[config.mk]
export PLATFORM = sky130hd
export DESIGN_NAME = dcache_snoop_responder
export DESIGN_NICKNAME = d
export VERILOG_FILES = /design/src/rtl/dcache_coh_pkg.sv /design/src/rtl/dcache_snoop_responder_match.sv /design/src/rtl/dcache_snoop_responder.sv
export SDC_FILE = /design/constraint.sdc
export NUM_CORES = 1
export LEC_CHECK = 0
export CORE_AREA = 4 4 112 114
export DETAILED_ROUTE_END_ITERATION = 8
export DIE_AREA = 0 0 116 118
export PLACE_DENSITY = 0.77
export REMOVE_ABC_BUFFERS = 1
export SYNTH_ARGS = -nofsm -noshare
export SYNTH_HDL_FRONTEND = slang
export SYNTH_HIERARCHICAL = 1
export SYNTH_SLANG_ARGS = --single-unit
[constraint.sdc]
create_clock -name CLK -period 3.3 [get_ports CLK]
set_clock_uncertainty 0.15 [all_clocks]
set_input_delay 0.825 -clock CLK [delete_from_list [all_inputs] [get_ports CLK]]
set_output_delay 0.825 -clock CLK [all_outputs]
set_load 0.005 [all_outputs]
[src/rtl/dcache_coh_pkg.sv]
// Shared types for the dcache coherence (MSI snoop) path.
// Address split, snoop FSM states and frame-state bit encodings.
// Optional LL/SC link tracking in the responder is enabled by LINK_SNOOP_EN.
package dcache_coh_pkg;

  localparam int TAG_W  = 26;
  localparam int IDX_W  = 3;
  localparam int WORD_W = 32;
  localparam int BLK_W  = TAG_W + IDX_W;

  // Word address as seen by the dcache: tag | set index | word-in-block | byte.
  typedef struct packed {
    logic [TAG_W-1:0] tag;
    logic [IDX_W-1:0] idx;
    logic             blkoff;
    logic [1:0]       byteoff;
  } dcachef_t;

  typedef enum logic [1:0] {
    IDLE   = 2'd0,
    SNOOP0 = 2'd1,
    SNOOP1 = 2'd2
  } snoop_state_t;

  // MSI state of one frame as stored in the frame array.
  typedef struct packed {
    logic valid;
    logic dirty;
  } frame_state_t;

  localparam frame_state_t FS_INVALID  = '{valid: 1'b0, dirty: 1'b0};
  localparam frame_state_t FS_SHARED   = '{valid: 1'b1, dirty: 1'b0};
  localparam frame_state_t FS_MODIFIED = '{valid: 1'b1, dirty: 1'b1};

  // Block address (everything above the word-in-block bit).
  function automatic logic [BLK_W-1:0] blk_addr(input dcachef_t a);
    return {a.tag, a.idx};
  endfunction

endpackage

[src/rtl/dcache_snoop_responder_match.sv]
// snoop_tag_match: two-way tag compare for the snooped set.
// Latency: purely combinational.
// Backpressure: none; evaluated every cycle on whatever rd_* the frame array presents.
module snoop_tag_match
  import dcache_coh_pkg::*;
(
  input  logic [TAG_W-1:0]      tag,
  input  logic [1:0][TAG_W-1:0] rd_tag,
  input  logic [1:0]            rd_valid,
  input  logic [1:0]            rd_dirty,
  output logic                  hit,
  output logic                  way,
  output logic                  dirty,
  output logic                  multi_hit
);

  logic [1:0] way_hit;

  // Per-way hit, way 0 preferred should both ways ever claim the block.
  always_comb begin
    way_hit = '0;
    for (int w = 0; w < 2; w++) begin
      way_hit[w] = rd_valid[w] && (rd_tag[w] == tag);
    end
    hit       = |way_hit;
    way       = !way_hit[0] && way_hit[1];
    dirty     = hit && rd_dirty[way];
    multi_hit = &way_hit;
  end

endmodule

[src/rtl/dcache_snoop_responder.sv]
// dcache_snoop_responder: answers controller snoops, supplies dirty blocks, downgrades/invalidates.
// Latency: word0 valid the cycle after ccwait is sampled; update strobe on the final handshake.
// Backpressure: each snoop word is held until dwait=0; snoop_busy stalls the cache FSM.
// Optional feature macro: LINK_SNOOP_EN (LL/SC link register cleared by matching invalidates).
module dcache_snoop_responder
  import dcache_coh_pkg::*;
#(
  parameter int SETS = 8,
  parameter int WAYS = 2
) (
  input  logic                             CLK,
  input  logic                             RST,
  input  logic                             ccwait,
  input  logic                             ccinv,
  input  logic [31:0]                      ccsnoopaddr,
  input  logic                             dwait,
  output logic                             ccwrite,
  output logic [31:0]                      snoop_dstore,
  output logic                             snoop_busy,
  output logic [$clog2(SETS)-1:0]          rd_idx,
  input  logic [WAYS-1:0][TAG_W-1:0]       rd_tag,
  input  logic [WAYS-1:0]                  rd_valid,
  input  logic [WAYS-1:0]                  rd_dirty,
  input  logic [WAYS-1:0][1:0][WORD_W-1:0] rd_data,
  output logic                             upd_en,
  output logic                             upd_way,
  output logic                             upd_valid,
  output logic                             upd_dirty,
`ifdef LINK_SNOOP_EN
  input  logic                             link_set,
  input  logic                             link_clear,
  input  logic [31:0]                      link_addr_in,
`endif
  output logic                             link_valid
);

  snoop_state_t state, next_state;

  dcachef_t     live_addr;
  dcachef_t     snoop_addr;
  dcachef_t     cur_addr;

  // Snoop context captured when ccwait is accepted.
  logic         snoop_way;
  logic         snoop_hit;
  logic         snoop_dirty;

  logic         m_hit;
  logic         m_way;
  logic         m_dirty;
  logic         m_multi;

  logic         upd_req;
  frame_state_t upd_state;

  // In IDLE the frame array is indexed by the live snoop address so the
  // ccinv-only path and the ccwait capture see the right set this cycle.
  assign live_addr = dcachef_t'(ccsnoopaddr);
  assign cur_addr  = (state == IDLE) ? live_addr : snoop_addr;
  assign rd_idx    = cur_addr.idx;

  snoop_tag_match u_match (
    .tag       (cur_addr.tag),
    .rd_tag    (rd_tag),
    .rd_valid  (rd_valid),
    .rd_dirty  (rd_dirty),
    .hit       (m_hit),
    .way       (m_way),
    .dirty     (m_dirty),
    .multi_hit (m_multi)
  );

  // State register.
  always_ff @(posedge CLK) begin
    if (RST) begin
      state <= IDLE;
    end else begin
      state <= next_state;
    end
  end

  // Capture address and lookup result when a snoop is accepted.
  always_ff @(posedge CLK) begin
    if (RST) begin
      snoop_addr  <= '0;
      snoop_way   <= 1'b0;
      snoop_hit   <= 1'b0;
      snoop_dirty <= 1'b0;
    end else if ((state == IDLE) && ccwait) begin
      snoop_addr  <= live_addr;
      snoop_way   <= m_way;
      snoop_hit   <= m_hit;
      snoop_dirty <= m_dirty;
    end
  end

  // Next-state: dirty snoops walk both words, clean snoops wait for the controller.
  always_comb begin
    next_state = state;
    unique case (state)
      IDLE: begin
        if (ccwait) begin
          next_state = SNOOP0;
        end
      end
      SNOOP0: begin
        if (snoop_dirty) begin
          if (!dwait) begin
            next_state = SNOOP1;
          end
        end else if (ccinv && snoop_hit) begin
          next_state = IDLE;
        end else if (!ccwait && !ccinv) begin
          next_state = IDLE;
        end
      end
      SNOOP1: begin
        if (!dwait) begin
          next_state = IDLE;
        end
      end
      default: next_state = IDLE;
    endcase
  end

  // Outputs: snoop data, ccwrite and the single-cycle frame update request.
  always_comb begin
    ccwrite      = 1'b0;
    snoop_dstore = '0;
    upd_req      = 1'b0;
    upd_state    = FS_INVALID;
    upd_way      = snoop_way;
    unique case (state)
      IDLE: begin
        // Write-miss on a clean copy with no owner: invalidate in place.
        upd_way = m_way;
        if (!ccwait && ccinv && m_hit) begin
          upd_req = 1'b1;
        end
      end
      SNOOP0: begin
        if (snoop_dirty) begin
          ccwrite      = 1'b1;
          snoop_dstore = rd_data[snoop_way][0];
        end else if (ccinv && snoop_hit) begin
          upd_req = 1'b1;
        end
      end
      SNOOP1: begin
        ccwrite      = 1'b1;
        snoop_dstore = rd_data[snoop_way][1];
        if (!dwait) begin
          upd_req   = 1'b1;
          upd_state = ccinv ? FS_INVALID : FS_SHARED;
        end
      end
      default: ;
    endcase
  end

  // A reset arriving mid-snoop must not leave a half-finished frame update behind.
  assign upd_en     = upd_req && !RST;
  assign upd_valid  = upd_state.valid;
  assign upd_dirty  = upd_state.dirty;
  assign snoop_busy = (state != IDLE) || ccwait || ccinv;

`ifdef LINK_SNOOP_EN
  logic [BLK_W-1:0] link_blk;
  logic             link_vld;
  logic             inv_fire;
  logic             inv_kills_link;

  assign inv_fire       = upd_en && !upd_valid;
  // An invalidate of the linked block breaks the LL/SC pair, even one being set this cycle.
  assign inv_kills_link = inv_fire &&
                          ((link_vld && (blk_addr(cur_addr) == link_blk)) ||
                           (link_set && (blk_addr(cur_addr) == link_addr_in[31:3])));

  // Link register: snoop invalidate beats LL set, LL set beats SC clear.
  always_ff @(posedge CLK) begin
    if (RST) begin
      link_blk <= '0;
      link_vld <= 1'b0;
    end else begin
      if (link_set) begin
        link_blk <= link_addr_in[31:3];
      end
      if (inv_kills_link) begin
        link_vld <= 1'b0;
      end else if (link_set) begin
        link_vld <= 1'b1;
      end else if (link_clear) begin
        link_vld <= 1'b0;
      end
    end
  end

  assign link_valid = link_vld;

  logic unused_link_bits;
  assign unused_link_bits = ^link_addr_in[2:0];
`else
  assign link_valid = 1'b0;
`endif

  // Word/byte offsets never matter for a block-granular snoop.
  logic unused_addr_bits;
  assign unused_addr_bits = ^{cur_addr.blkoff, cur_addr.byteoff, m_multi};

  // Both ways holding the snooped tag means the frame array is corrupt.
  assert property (@(posedge CLK) disable iff (RST) snoop_busy |-> !m_multi)
    else $error("snoop_tag_match: both ways hit");

endmodule
# Word level (Yosys, flattened, before mapping)

Cells that the tools add are included.

Output and inout port bits: 42
Logic and storage cells: 63
Register bits after elaboration: 37
Input bits: 221

Reductions and logical operators: 20
$lt $le $gt $ge: 2
Muxes and demuxes: 25
Equal/unequal tests: 8

Operators with widths:

| cell                 | number |
|---|---|
| $mux W64             | 2 |
| $mux W32             | 2 |
| $pmux W32 S2         | 1 |
| $eq A26 B26 Y1       | 2 |
| $mux W2              | 9 |
| $logic_and A1 B1 Y1  | 10 |
| $mux W1              | 8 |
| $pmux W2 S3          | 1 |
| $logic_not A1 Y1     | 4 |
| $lt A1 B2 Y1 const B | 2 |
| $ne A2 B2 Y1 const B | 2 |
| $ne A4 B4 Y1 const B | 1 |
| $reduce_and A4 Y1    | 1 |
| $ne A3 B3 Y1 const B | 1 |
| $pmux W1 S3          | 1 |
| $eq A2 B1 Y1 const B | 1 |
| $eq A2 B2 Y1 const B | 1 |
| $logic_not A2 Y1     | 1 |
| $logic_or A1 B1 Y1   | 2 |
| $pmux W1 S2          | 1 |
| $reduce_bool A2 Y1   | 1 |
| $reduce_or A2 Y1     | 1 |

# Longest topological paths before layout

Gate-level depths: netlist (run 1).

Word-level depth: 9
Gate-level depth with buffers: 13
Mapped depth without buffers: 11

# Hierarchy

The synthesis (run 1) kept the hierarchy.

Modules (own cells, without submodules):

| module                 | area an instance (um^2) | cells each | seq. area each (um^2) | instances |
|---|---|---|---|---|
| dcache_snoop_responder | 3006.6                  | 388        | 680.7                 | 1 |
| snoop_tag_match        | 601.8                   | 77         | 0.0                   | 1 |

# Worst setup path before layout (run 1)

No wires, ideal clock.

Kind: register -> output
Start: reg state[0]
End: out upd_en
Stages on the path, launching flop included: 14
Path buffers: 2
Required time: 2325 ps
Path slack: -75 ps
Data arrival time: 2400 ps
Cell sequence: dfxtp_1 > inv_1 > ha_1 > buf_2 > buf_2 > mux2_2 > xnor2_1 > nand4_1 > nor4_1 > nand3_1 > nand2_1 > a32o_1 > a21oi_1 > nor3_1

RTL lines:

| element                  | line                         | text |
|---|---|---|
| start: declaration       | dcache_snoop_responder.sv:37 | `snoop_state_t state, next_state;` |
| start signal: assignment | dcache_snoop_responder.sv:78 | `state <= next_state;` |
| end: declaration         | dcache_snoop_responder.sv:25 | `output logic upd_en,` |

==> flow_summary.json, run 1 <==
{
  "numPortBuffers": 257,
  "die_h_um": 118,
  "cts_num_sinks": 34,
  "finalCritPeriodShare_pct": 122,
  "cts_root_buf": "clkbuf_16",
  "max_freq_mhz": 249,
  "drive_gt1_share_pct": 21.0,
  "cts_inserted_buffers": 5,
  "grt_pass1_wl_um": 24100,
  "start_util_pct": 31.6,
  "viasPerCell": 4.98,
  "die_area_um2": 13700,
  "area_growth_pct": 96.9,
  "worst-path-buf-inv": 3,
  "layout.nets": 968,
  "fin_setup_tns_ns": -1.33,
  "slowest_stage": "clkdlybuf4s50_1",
  "path_clk_slew_ns": 0.05,
  "worst-setup-path-type": "in -> out",
  "io_pins": 263,
  "use_met3_pct": 5.40,
  "drv_cap": 0,
  "antenna_found_initial": 2,
  "status": "finished, violations left",
  "drcViolationCount": 0,
  "netlist_area_um2": 3600,
  "worstPathCellList": "clkdlybuf4s50_1 > mux2_4 > xnor2_2 > nand4_1 > nor4_2 > nand4_1 > buf_4 > nor2b_4 > mux2_4 > buf_6",
  "leakagePower_nw": 2.77,
  "ant_nets": 0,
  "violations": "negative setup slack",
  "fin_cells": 888,
  "clock_latency_ns": 0.28,
  "cts_hold_buf": 0,
  "dp_hpwl_um": 13000,
  "routed_wirelength_um": 16500,
  "clockBufferDepth": 2,
  "place_congestion": 0.904,
  "tritoncts": "built",
  "p_per_area_nw_per_um2": 292,
  "dp.cells": 865,
  "wire_per_inst_um": 18.6,
  "htreeDepth": 2,
  "grtUsageTotal_pct": 22.6,
  "grt_pass1_vias": 4581,
  "worstPathArrival_ns": 3.04,
  "grt.busiest_layer": "met2",
  "yosys_warnings": 6,
  "chipWidth_um": 116,
  "max_stage_delay_ns": 0.43,
  "setup_ws_ns": -0.710,
  "endpoint_kind": "primary output",
  "rows": 39,
  "hold_path_class": "reg -> reg",
  "core_um2": 11400,
  "rsz0062_at_grt": "true",
  "drt-initial-drc-count": 176,
  "vias": 4420,
  "start_kind": "primary input",
  "critPathTopFamily": "simple AND/OR/NAND/NOR gates",
  "synthCells": 464,
  "grt_util_met1_pct": 25.9,
  "avgSynthCellArea_um2": 7.77,
  "reg2reg_slack_ns": 0.39,
  "hold_viol": 0,
  "ir_drop_uv": 256,
  "min_period_ns": 4.01,
  "required_ns": 2.32,
  "dr.pass1.iters": 4,
  "setup_viol": 2,
  "grt_max_degree": 37,
  "slew_viol_final": 0,
  "crit_fanout": 2,
  "met2_usage_pct": 39.7,
  "gr-total-overflow": 0
}
cell usage in the layout (no fill, tap or decap), types with 3 or more instances in the layout:
cell             instances
clkdlybuf4s50_1        242
nand2_1                 99
mux2_2                  40
buf_4                   40
mux2i_1                 33
and2_1                  32
a21oi_1                 32
dfxtp_1                 31
o21ai_1                 27
xnor2_1                 22
mux2_4                  19
xnor2_2                 15
xor2_1                  14
nand4_1                 12
dlygate4sd2_1            8
clkbuf_16                6
dlymetal6s2s_1           5
buf_6                    5
o21ai_0                  4
buf_12                   4
inv_1                    3
mux2_1                   3
nor2b_1                  3
nand2b_1                 3
nor4_2                   3
registers in the layout, summed over array words and instances, names as in the netlist:
signal and flops:
snoop_hit 1, snoop_addr 29, state 2, snoop_way 1, snoop_dirty 1
what timing repair did:
item                       in CTS  in global routing
setup buffers                  10                  3
gates resized for setup        69                 25
pin swaps                      21                 11
setup endpoints to repair       3                  8
gates cloned                    0                  1
metrics by stage:
step	total power [W]	setup slack, ns	utilization, %	hold WS [ns]	area, µm²
floorplan	0.000866	-0.490	-	0.278	3390
global placement	0.00134	-1.13	56.6	0.289	6460
detailed placement	0.00136	-1.20	56.6	0.296	6460
CTS	0.00204	-0.709	60.8	0.303	6950
global route	0.00216	-0.823	62.2	0.322	7100
finish	0.00207	-0.710	62.2	0.303	7100
worst reg2reg max path, stage by stage, from the launching register on:
cell and delay [ns]:
dfxtp_2 0.34, inv_2 0.05, ha_4 0.16, buf_6 0.12
buf_8 0.13, buf_6 0.13, mux2_4 0.32, xnor2_2 0.16
nand4_1 0.17, nor4_2 0.31, nand4_1 0.18, buf_4 0.18
buf_4 0.12, mux2i_1 0.14, nand2_1 0.07, a21oi_1 0.12
layout make-up:
cell class              count  area [µm²]
repair buffers            308        3050
clock buffers               6         139
multi-input cells         389        2990
inverters                   5        18.8
clock inverters             1        30.0
flip-flops and latches     34         687
diodes                      2        5.00
fillers                   981        4320
well taps                 143         179
power breakdown:
part           switching [W]  leakage, nW  internal [W]
Combinational       0.000406         2.41      0.000647
Clock               0.000181       0.0830      0.000373
Sequential         0.0000198        0.280      0.000446
per-layer routing:
layer  part of all wire (%)  wire length (µm)
met1                     39              6470
met2                     49              8160
met3                    8.5              1400
met4                    3.0               493
met5                      0                 0
worst paths after layout:
kind                                from                     endpoint  cells past startpoint
min          snoop_addr[26]$_SDFFE_PP0P_  snoop_addr[26]$_SDFFE_PP0P_                      2
max                      ccsnoopaddr[27]                      upd_way                     10
max reg2reg        state[1]$_SDFFE_PP0P_     snoop_dirty$_SDFFE_PP0P_                     15
min reg2reg  snoop_addr[26]$_SDFFE_PP0P_  snoop_addr[26]$_SDFFE_PP0P_                      2
Note: power is estimated with default switching activity, not from simulation.
==> run 2, diff against run 1 <==
--- a/config.mk
+++ b/config.mk
@@ -6,6 +6,7 @@
 export NUM_CORES = 1
 export LEC_CHECK = 0
 export CORE_AREA = 4 4 112 114
+export CTS_CLUSTER_DIAMETER = 200
 export DETAILED_ROUTE_END_ITERATION = 8
 export DIE_AREA = 0 0 116 118
 export PLACE_DENSITY = 0.77
==> results of run 2 <==
No change in the layout: final DEF, timing and power equal those of run 1.
==> run 3, diff against run 2 <==
--- a/config.mk
+++ b/config.mk
@@ -6,6 +6,7 @@
 export NUM_CORES = 1
 export LEC_CHECK = 0
 export CORE_AREA = 4 4 112 114
+export CTS_BUF_LIST = sky130_fd_sc_hd__clkbuf_4
 export CTS_CLUSTER_DIAMETER = 200
 export DETAILED_ROUTE_END_ITERATION = 8
 export DIE_AREA = 0 0 116 118
==> flow_summary.json, run 3 (same netlist as run 1, synthesis figures left out) <==
{
  "clock_latency_ns": 0.36,
  "cts_hold_buf": 0,
  "drive_gt1_share_pct": 20.2,
  "antenna_found_initial": 0,
  "vias": 4435,
  "clockBufferDepth": 2,
  "rows": 39,
  "grt_pass1_vias": 4571,
  "area_growth_pct": 94.2,
  "drcViolationCount": 0,
  "top_regs": "snoop_addr x29, state x2",
  "viasPerCell": 4.97,
  "finalCritPeriodShare_pct": 125,
  "fin_cells": 893,
  "status": "finished, violations left",
  "slew_viol_final": 0,
  "start_util_pct": 31.6,
  "routed_wirelength_um": 16700,
  "cts_num_sinks": 34,
  "chipWidth_um": 116,
  "layout_commonest_cell": "clkdlybuf4s50_1",
  "setup_ws_ns": -0.830,
  "core_um2": 11400,
  "die_h_um": 118,
  "tritoncts": "built",
  "cts_inserted_buffers": 5,
  "mostFrequentLayoutCells": "clkdlybuf4s50_1, nand2_1, mux2_2, buf_4, mux2i_1",
  "largest_reg_flops": 29,
  "dp.cells": 865,
  "fin_setup_tns_ns": -1.64,
  "worstPathArrival_ns": 3.16,
  "wire_per_inst_um": 18.7,
  "max_freq_mhz": 242,
  "p_per_area_nw_per_um2": 259,
  "htreeDepth": 2,
  "crit_fanout": 4,
  "endpoint_kind": "primary output",
  "numPortBuffers": 257,
  "gr-total-overflow": 0,
  "setup_viol": 2,
  "io_pins": 263,
  "required_ns": 2.32,
  "leakagePower_nw": 2.72,
  "ant_nets": 0,
  "min_period_ns": 4.13,
  "grt_max_degree": 37,
  "place_congestion": 0.904,
  "path_clk_slew_ns": 0.11,
  "ir_drop_uv": 256,
  "drv_cap": 0,
  "grtUsageTotal_pct": 22.5,
  "regMostFlops": "snoop_addr",
  "violations": "negative setup slack",
  "drt-initial-drc-count": 184,
  "grt_pass1_wl_um": 24100,
  "cts_root_buf": "clkbuf_4",
  "start_kind": "register",
  "worst-setup-path-type": "reg -> out",
  "hold_path_class": "reg -> reg",
  "dp_hpwl_um": 13000,
  "layout.nets": 974,
  "post-route-util_pct": 61.3,
  "die_area_um2": 13700,
  "dr.pass1.iters": 6,
  "hold_viol": 0,
  "hold_slack_ns": 0.311,
  "rsz0062_at_grt": "true"
}
-- run 3: final timing paths --
| path | start | to | slack (ns) | cells past startpoint |
|---|---|---|---|---|
| worst max-delay path | state[0]$_SDFFE_PP0P_ | upd_en | -0.83 | 16 |
| worst min-delay path | snoop_addr[26]$_SDFFE_PP0P_ | snoop_addr[26]$_SDFFE_PP0P_ | 0.31 | 2 |
| worst max register to register | state[0]$_SDFFE_PP0P_ | snoop_dirty$_SDFFE_PP0P_ | 0.35 | 15 |
| worst min register to register | snoop_addr[26]$_SDFFE_PP0P_ | snoop_addr[26]$_SDFFE_PP0P_ | 0.31 | 2 |
-- run 3: what timing repair did --
item | 4_1_cts | 5_1_grt
resized for setup | 45 | 28
pin swaps | 14 | 10
endpoints found under the setup margin | 6 | 27
cloned | 2 | 1
buffers inserted | 9 | 8
-- run 3: per-layer routing --
| layer | up-vias | part of all wire, % | track usage [%] |
|---|---|---|---|
| li1 | 2140 | - | - |
| met1 | 2051 | 39 | 25.7 |
| met2 | 221 | 50 | 40.7 |
| met3 | 23 | 8.7 | 5.45 |
| met4 | 0 | 2.4 | 6.60 |
| met5 | - | 0 | 0 |
-- run 3: cell type report --
cell class,count,area [µm²]
inverters,5,18.8
multi-input cells,389,2880
fillers,976,4420
well taps,143,179
clock buffers,5,37.5
flip-flops and latches,34,687
clock inverters,2,33.8
diodes,1,2.50
repair buffers,314,3160
-- run 3: critical path, stage by stage (launching register included) --
cell and delay, ns:
dfxtp_2 0.34, inv_2 0.07, ha_4 0.15, buf_6 0.11, buf_12 0.10, buf_16 0.10
mux2_2 0.37, xnor2_1 0.17, nand4_1 0.17, nor4_2 0.32, nand4_1 0.18, buf_4 0.19
nand2_4 0.06, a32o_1 0.14, a21oi_2 0.06, nor3_2 0.10, buf_2 0.14
-- run 3: per-stage QoR --
step	setup slack [ns]	instance area (µm²)	total power [W]
CTS	-0.829	6800	0.00175
detailed placement	-1.20	6460	0.00136
finish	-0.830	7000	0.00181
floorplan	-0.490	3390	0.000866
global placement	-1.13	6460	0.00134
global route	-0.970	7000	0.00190
-- run 3: report_power, final --
group          switching, W  internal, W
registers         0.0000184     0.000446
logic              0.000401     0.000640
clock network      0.000155     0.000153
total              0.000574      0.00124
